$ cat src/rtl/spi_pkg.sv
// Shared SPI definitions: default word width, FIFO occupancy width helper
// and the push-outcome encoding used by the frame FIFO.
package spi_pkg;

    localparam int SPI_DW = 16;

    typedef enum logic [1:0] {
        PUSH_NONE  = 2'd0,
        PUSH_WRITE = 2'd1,
        PUSH_DROP  = 2'd2
    } push_e;

    // Occupancy must represent 0..DEPTH inclusive, hence one extra bit.
    function automatic int occ_width(input int depth);
        return $clog2(depth) + 1;
    endfunction

endpackage

$ cat src/rtl/spi_word_fifo_sync_2ff.sv
// Two-flop single-bit synchroniser with a parameterised reset value.
module sync_2ff #(
    parameter logic RST_VAL = 1'b0
) (
    input  logic clk,
    input  logic rst,
    input  logic d_i,
    output logic q_o
);

    logic s1_q;
    logic s2_q;

    always_ff @(posedge clk or posedge rst) begin
        if (rst) begin
            s1_q <= RST_VAL;
            s2_q <= RST_VAL;
        end else begin
            s1_q <= d_i;
            s2_q <= s1_q;
        end
    end

    assign q_o = s2_q;

endmodule

$ cat src/rtl/spi_word_fifo.sv
// Captures the SPI slave's word at each chip-select rising edge (end of frame)
// into a small FIFO read out through valid/ready, with debug frame/drop counters.
module spi_word_fifo
    import spi_pkg::*;
#(
    parameter int DW    = SPI_DW,
    parameter int DEPTH = 4,
    parameter int CNTW  = 8
) (
    input  logic                        clk,
    input  logic                        rst,
    input  logic                        cs,
    input  logic [DW-1:0]               rx_word,
    output logic [DW-1:0]               out_data,
    output logic                        out_valid,
    input  logic                        out_ready,
    output logic [occ_width(DEPTH)-1:0] count,
    output logic                        overflow,
    input  logic                        ovf_clr,
    output logic [CNTW-1:0]             frame_count,
    output logic [CNTW-1:0]             drop_count
);

    localparam int AW = $clog2(DEPTH);
    localparam int CW = occ_width(DEPTH);

    logic            cs_s2;
    logic            cs_s3_q;
    logic            eof;
    logic            full;
    logic            pop;
    push_e           push_kind;

    logic [DW-1:0]   mem_q [DEPTH];
    logic [AW-1:0]   wr_ptr_q, wr_ptr_d;
    logic [AW-1:0]   rd_ptr_q, rd_ptr_d;
    logic [CW-1:0]   count_q, count_d;
    logic            overflow_q, overflow_d;
    logic [CNTW-1:0] frame_cnt_q, frame_cnt_d;
    logic [CNTW-1:0] drop_cnt_q, drop_cnt_d;

    sync_2ff #(
        .RST_VAL(1'b1)
    ) u_cs_sync (
        .clk (clk),
        .rst (rst),
        .d_i (cs),
        .q_o (cs_s2)
    );

    // History flop resets high so a cs already high at release never looks like a rise.
    always_ff @(posedge clk or posedge rst) begin
        if (rst) begin
            cs_s3_q <= 1'b1;
        end else begin
            cs_s3_q <= cs_s2;
        end
    end

    assign eof  = cs_s2 & ~cs_s3_q;
    assign full = (count_q == CW'(DEPTH));
    assign pop  = out_valid & out_ready;

    // A full FIFO still accepts a frame when the head leaves in the same cycle.
    always_comb begin
        push_kind = PUSH_NONE;
        if (eof) begin
            push_kind = (!full || pop) ? PUSH_WRITE : PUSH_DROP;
        end
    end

    always_comb begin
        wr_ptr_d    = wr_ptr_q;
        rd_ptr_d    = rd_ptr_q;
        count_d     = count_q;
        overflow_d  = overflow_q;
        frame_cnt_d = frame_cnt_q;
        drop_cnt_d  = drop_cnt_q;

        if (push_kind == PUSH_WRITE) begin
            wr_ptr_d = wr_ptr_q + AW'(1);
        end
        if (pop) begin
            rd_ptr_d = rd_ptr_q + AW'(1);
        end

        if ((push_kind == PUSH_WRITE) && !pop) begin
            count_d = count_q + CW'(1);
        end else if ((push_kind != PUSH_WRITE) && pop) begin
            count_d = count_q - CW'(1);
        end

        if (eof) begin
            frame_cnt_d = frame_cnt_q + CNTW'(1);
        end

        if (push_kind == PUSH_DROP) begin
            overflow_d = 1'b1;
            if (drop_cnt_q != '1) begin
                drop_cnt_d = drop_cnt_q + CNTW'(1);
            end
        end else if (ovf_clr) begin
            overflow_d = 1'b0;
        end
    end

    always_ff @(posedge clk or posedge rst) begin
        if (rst) begin
            wr_ptr_q    <= '0;
            rd_ptr_q    <= '0;
            count_q     <= '0;
            overflow_q  <= 1'b0;
            frame_cnt_q <= '0;
            drop_cnt_q  <= '0;
        end else begin
            wr_ptr_q    <= wr_ptr_d;
            rd_ptr_q    <= rd_ptr_d;
            count_q     <= count_d;
            overflow_q  <= overflow_d;
            frame_cnt_q <= frame_cnt_d;
            drop_cnt_q  <= drop_cnt_d;
        end
    end

    // Storage is reset so the empty-FIFO head never shows X.
    always_ff @(posedge clk or posedge rst) begin
        if (rst) begin
            for (int i = 0; i < DEPTH; i++) begin
                mem_q[i] <= '0;
            end
        end else if (push_kind == PUSH_WRITE) begin
            mem_q[wr_ptr_q] <= rx_word;
        end
    end

    assign out_data    = mem_q[rd_ptr_q];
    assign out_valid   = (count_q != '0);
    assign count       = count_q;
    assign overflow    = overflow_q;
    assign frame_count = frame_cnt_q;
    assign drop_count  = drop_cnt_q;

endmodule
$ cat config.mk
export PLATFORM = sky130hd
export DESIGN_NAME = spi_word_fifo
export DESIGN_NICKNAME = d
export VERILOG_FILES = /design/src/rtl/spi_pkg.sv /design/src/rtl/spi_word_fifo_sync_2ff.sv /design/src/rtl/spi_word_fifo.sv
export SDC_FILE = /design/constraint.sdc
export NUM_CORES = 1
export LEC_CHECK = 0
export ABC_CLOCK_PERIOD_IN_PS = 3400
export CAP_MARGIN = 10
export CORE_MARGIN = 2
export CORE_UTILIZATION = 50
export CTS_CLUSTER_DIAMETER = 50
export DETAILED_ROUTE_END_ITERATION = 12
export HOLD_SLACK_MARGIN = 0.06
export PLACE_DENSITY = 0.85
export SLEW_MARGIN = 20
export SYNTH_ARGS = -nofsm -noshare
export SYNTH_HDL_FRONTEND = slang
export SYNTH_SLANG_ARGS = --single-unit
$ cat constraint.sdc
create_clock -name clk -period 3.4 [get_ports clk]
set_clock_uncertainty 0.05 [all_clocks]
set_input_delay 0.68 -clock clk [delete_from_list [all_inputs] [get_ports clk]]
set_output_delay 0.68 -clock clk [all_outputs]
set_load 0.01 [all_outputs]
## Word-level counts from Yosys, hierarchy flattened

Cells that the tools add are included.

- Register bits: 91
- Word-level logic and storage cells: 54

- Reduce and logical (&&, ||, !) cells: 10
- Magnitude comparators: 3
- Eq/ne operators: 5
- Bitwise gates (word level): 5
- Add/sub/neg operators: 6
- Multiplexer cells: 12

Operators with widths:

| cell | count |
|---|---|
| 64-bit bitwise mux | 1 |
| 16-bit 2-to-1 mux | 3 |
| 16-bit binary-select mux with 2-bit select | 1 |
| 16-bit demux with 2-bit select | 1 |
| 8-bit by 1-bit adder with 8-bit output (second input constant) | 2 |
| 8-bit inequality test (second input constant) | 1 |
| 3-bit greater-or-equal comparator (second input constant) | 2 |
| 3-bit 2-to-1 mux | 2 |
| 2-bit NOT with 3-bit output | 2 |
| 2-bit by 1-bit adder with 2-bit output (second input constant) | 2 |
| 2-bit 2-to-1 mux | 2 |
| 2-bit nonzero test | 2 |
| 3-bit by 1-bit adder with 3-bit output (second input constant) | 1 |
| 3-bit equality test (second input constant) | 1 |
| 1-bit logical AND | 3 |
| 3-bit by 1-bit < comparator with 1-bit output (second input constant) | 1 |
| 3-bit nonzero test | 1 |
| 3-bit by 1-bit subtractor with 3-bit output (second input constant) | 1 |
| 1-bit bitwise AND | 2 |
| 2-bit by 1-bit equality test with 1-bit output (second input constant) | 1 |
| 2-bit equality test (second input constant) | 1 |
| 1-bit zero test | 2 |
| 1-bit 2-to-1 mux | 2 |
| 2-bit by 1-bit inequality test with 1-bit output (second input constant) | 1 |
| other kinds (3) | 3 |

## Depth between registers and ports, before layout

- Depth in word-level cells: 9
- Gate-level depth with buffers: 10
- Mapped depth without buffers: 8

## By module

A second synthesis with hierarchy kept.

- Cell total of the unflattened synthesis: 258
- Area, all modules: 4021.4 µm²

By module, submodules not included:

| module | area each (µm²) | instances | cells an instance | sequential area each (µm²) |
|---|---|---|---|---|
| spi_word_fifo | 3965.1 | 1 | 255 | 2228.4 |
| sync_2ff | 56.3 | 1 | 3 | 52.6 |

## Least setup slack after synthesis

OpenSTA, ideal clock, no wires.

- Kind: input-to-reg
- Start point: input port out_ready
- End point: register count_q[1], in the netlist count[1]
- Stages on the path: 7
- Buffers on the path: 1
- Data arrival time: 2109 ps
- Setup slack: 1116 ps
- Library setup time: 125 ps
- Cell sequence: nor4b_4 nor2b_4 buf_12 ha_1 inv_1 fa_1 mux2_2

- Word-level cells in the longest chain between the ends: 7
- Elaborated cells on any way between the ends: 11
- Those cells by class: eq/ne: 2; mux: 3; bitwise: 1; reduce/logical: 5

Ends and longest elaborated chain:

| element | RTL line | RTL |
|---|---|---|
| start: declaration | spi_word_fifo.sv:16 | `input logic out_ready,` |
| 1-bit bitwise AND (*) | spi_word_fifo.sv:62 | `assign pop = out_valid & out_ready;` |
| 1-bit logical OR | spi_word_fifo.sv:68 | `push_kind = (!full \|\| pop) ? PUSH_WRITE : PUSH_DROP;` |
| 2-bit 2-to-1 mux | spi_word_fifo.sv:68 |  |
| 2-bit 2-to-1 mux | spi_word_fifo.sv:67 | `if (eof) begin` |
| 2-bit by 1-bit equality test with 1-bit output | spi_word_fifo.sv:87 | `if ((push_kind == PUSH_WRITE) && !pop) begin` |
| 1-bit logical AND (*) | spi_word_fifo.sv:87 |  |
| 3-bit 2-to-1 mux (*) | spi_word_fifo.sv:87 |  |
| net count_d[1] | spi_word_fifo.sv:37 | `logic [CW-1:0] count_q, count_d;` |
| end signal: assignment | spi_word_fifo.sv:118 | `count_q <= count_d;` |
| end: declaration | spi_word_fifo.sv:37 |  |

Mark *: on every way through the listed nets, which the timed path passes. The rest lies on a longest branch.
A chain may end at the register's enable or synchronous reset.

## Final worst setup path

- Start point: register rd_ptr_q[0]
- End point: output port out_data[4]

- Word-level cells in the longest chain between the ends: 4

Ends and longest elaborated chain:

| element | RTL line | RTL |
|---|---|---|
| start: declaration | spi_word_fifo.sv:36 | `logic [AW-1:0] rd_ptr_q, rd_ptr_d;` |
| start signal: assignment | spi_word_fifo.sv:117 | `rd_ptr_q <= rd_ptr_d;` |
| 2-bit NOT with 3-bit output (not written as such) | spi_word_fifo.sv:136 | `assign out_data = mem_q[rd_ptr_q];` |
| 16-bit binary-select mux with 2-bit select | spi_word_fifo.sv:136 |  |
| 16-bit 2-to-1 mux (not written as such) (2 in series) | spi_word_fifo.sv:136 |  |
| end: declaration | spi_word_fifo.sv:14 | `output logic [DW-1:0] out_data,` |

No other way between the ends. The select of a mux whose other input is x is not followed.

==> flow_summary.json <==
{
  "outcome": "finished clean",
  "die_area_um2": 9320,
  "io_pins": 58,
  "async_reset_ff_frac": 1.00,
  "maxCapViolCount": 0,
  "critical_path_required_ns": 2.67,
  "clk_path_buf_depth": 2,
  "dr_total_vias": 2328,
  "drive_above_1_share": 0.340,
  "finalMaxSlewViolations": 0,
  "dpl.cell_count": 413,
  "grt_setup_unrepaired": "no",
  "synth-seq-cells": 91,
  "drt_iter0_drc": 144,
  "die-height_um": 96.6,
  "die_width_um": 96.6,
  "post_cts_buffers": 0,
  "grt_pass1_vias": 2532,
  "endpoint_kind": "output port",
  "h-tree-depth": 3,
  "drtAntennaViolNets": 0,
  "setup_tns_ns": 0,
  "antenna_found_initial": 0,
  "period_needed_ns": 2.89,
  "synth_flop_cell": "dfrtp_1",
  "hold_viol_final": 0,
  "clkSlewWorstSetupHoldPaths_ns": 0.09,
  "wire_per_inst_um": 17.4,
  "worst_skew_pair.late_latency_ns": 0.36,
  "setup_viol": 0,
  "worst-setup-path-type": "flip-flop to output port",
  "firstDrtPassIters": 4,
  "cp_max_fo": 16,
  "tightest_slew_ns": 0.587,
  "start_util": 0.519,
  "fin_crit_sh": 0.851,
  "overflow": 0,
  "cts_buffers": 9,
  "grtUsageTotal": 0.185,
  "cts_tree": "yes",
  "hold_buffers": 0,
  "syn_to_final_growth_pct": 19.2,
  "hpwl_mm": 4.89,
  "cts.sinks": 91,
  "drt_drc_violations_left": 0,
  "coreArea_um2": 8260,
  "ctsRootBufferMaster": "clkbuf_8",
  "nNetsFinal": 348,
  "portBuffers": 57,
  "fill_cells": 654,
  "cts_resized": 0,
  "yosysUniqueCellTypes": 33,
  "hp-class": "flip-flop to flip-flop",
  "syn_inst": 258,
  "place.gp.congestion": 0.761,
  "synth_edf_count": 0,
  "relSlewSlack": 0.608,
  "wl_mm": 7.46,
  "seq_area_frac_synth": 0.533,
  "syn_area_um2": 4280,
  "ir_worst_vdd_mv": 0.521,
  "num_rows": 33,
  "grt_max_degree": 59,
  "postSynthAreaPerCell_um2": 16.6,
  "grt_pass1_wl_mm": 12.8,
  "yosysWarnings": 0,
  "antennaDiodeCount": 0,
  "stdcell_count": 429,
  "p_leak_nw": 2.29,
  "viasPerCell": 5.43,
  "syn_nets": 287,
  "fmax_mhz": 346,
  "arrival_ns": 2.16,
  "start_kind": "flip-flop",
  "power_density_nw_per_um2": 917
}
cell usage after synthesis, types with 4 or more instances:
cell,number,area [µm²]
dfrtp_1,88,2200
xnor2_1,10,87.6
mux2_2,20,225
ha_1,7,87.6
nor3_1,4,20.0
nand3_1,4,20.0
xor2_1,8,70.1
inv_1,5,18.8
mux2_1,9,101
nand2_8,4,80.1
mux2_4,40,601
buf_12,5,100
nand2_1,9,33.8
mux4_2,16,360
final cells by class:
type,instances,area [µm²],share of cell area
repair buffers,60,606,0.119
clock buffers,11,151,0.0297
well taps,105,131,0.0257
flip-flops and latches,91,2280,0.447
inverters,5,20.0,0.00392
multi-input cells,152,1850,0.363
clock inverters,5,60.1,0.0118
report_power, final:
group          internal (mW)  total (mW)  switching [mW]  leakage (nW)
logic                   1.34        2.04           0.698          1.08
registers               1.56        1.88           0.324          1.11
clock network          0.383       0.760           0.378         0.106
state kept, by name (all words and copies together) (netlist names), 2 cells and up:
signal,count
drop_count,8
mem_q,64
rd_ptr_q,2
count,3
frame_count,8
wr_ptr_q,2
layer usage:
metal  up-vias  routed length (µm)  part of all wire  track usage
li1       1048                   -                 -            -
met1      1218                3470              0.46        0.257
met2        52                3570              0.48        0.283
met3        10                 334             0.045       0.0559
met4         0                  87             0.012       0.0528
met5         -                   0                 0            0
layout by cell type (no fill, tap or decap), types with 2 or more instances in the layout:
cell             instances
ha_1                     7
nand2_8                  4
or2_2                    2
o21ai_0                  2
nor2_1                   3
clkdlybuf4s50_1         57
dfrtp_1                 88
nand3_1                  4
xnor2_1                 10
and3_1                   2
nand2_1                  9
inv_1                    4
dfstp_2                  3
mux2_1                   9
mux4_2                  16
clkinv_2                 2
clkbuf_8                11
nand4_1                  3
mux2_4                  40
mux2_2                  20
xor2_1                   8
nor3_1                   4
buf_4                    2
cell families (layout without fill, tap and decap cells):
family	Yosys count	in the layout	synth area share
simple gates	39	39	0.0681
xor+xnor	18	18	0.0368
mux	85	85	0.301
fa+ha+maj	8	8	0.0251
flops	91	91	0.533
buf+inv	15	81	0.0345
compound gates	2	2	0.00234
critical path, stage by stage (launching register included):
cell             delay, ns
dfrtp_1               0.40
buf_4                 0.34
mux4_2                0.57
clkdlybuf4s50_1       0.49
through the flow:
stage	setup slack [ns]	instance area, µm²	hold WS [ns]	utilization	total power [mW]
global route	0.374	5100	0.298	0.618	4.98
detailed placement	0.320	4890	0.300	0.592	3.96
floorplan	0.311	4280	0.295	-	3.20
CTS	0.447	5100	0.304	0.618	4.74
global placement	0.422	4890	0.297	0.592	3.89
finish	0.507	5100	0.302	0.618	4.68
worst paths after layout:
kind | from | to | slack (ns) | cells after the start
max | rd_ptr_q[0] | out_data[4] | 0.51 | 3
min | u_cs_sync.q_o | cs_s3_q | 0.30 | 0
max reg2reg | u_cs_sync.q_o | count[2] | 0.71 | 8
min reg2reg | u_cs_sync.q_o | cs_s3_q | 0.30 | 0
max in group asynchronous | rst | mem_q[42] | 1.97 | 3
min in group asynchronous | rst | frame_count[7] | 0.63 | 2
(Power assumes the default switching activity.)
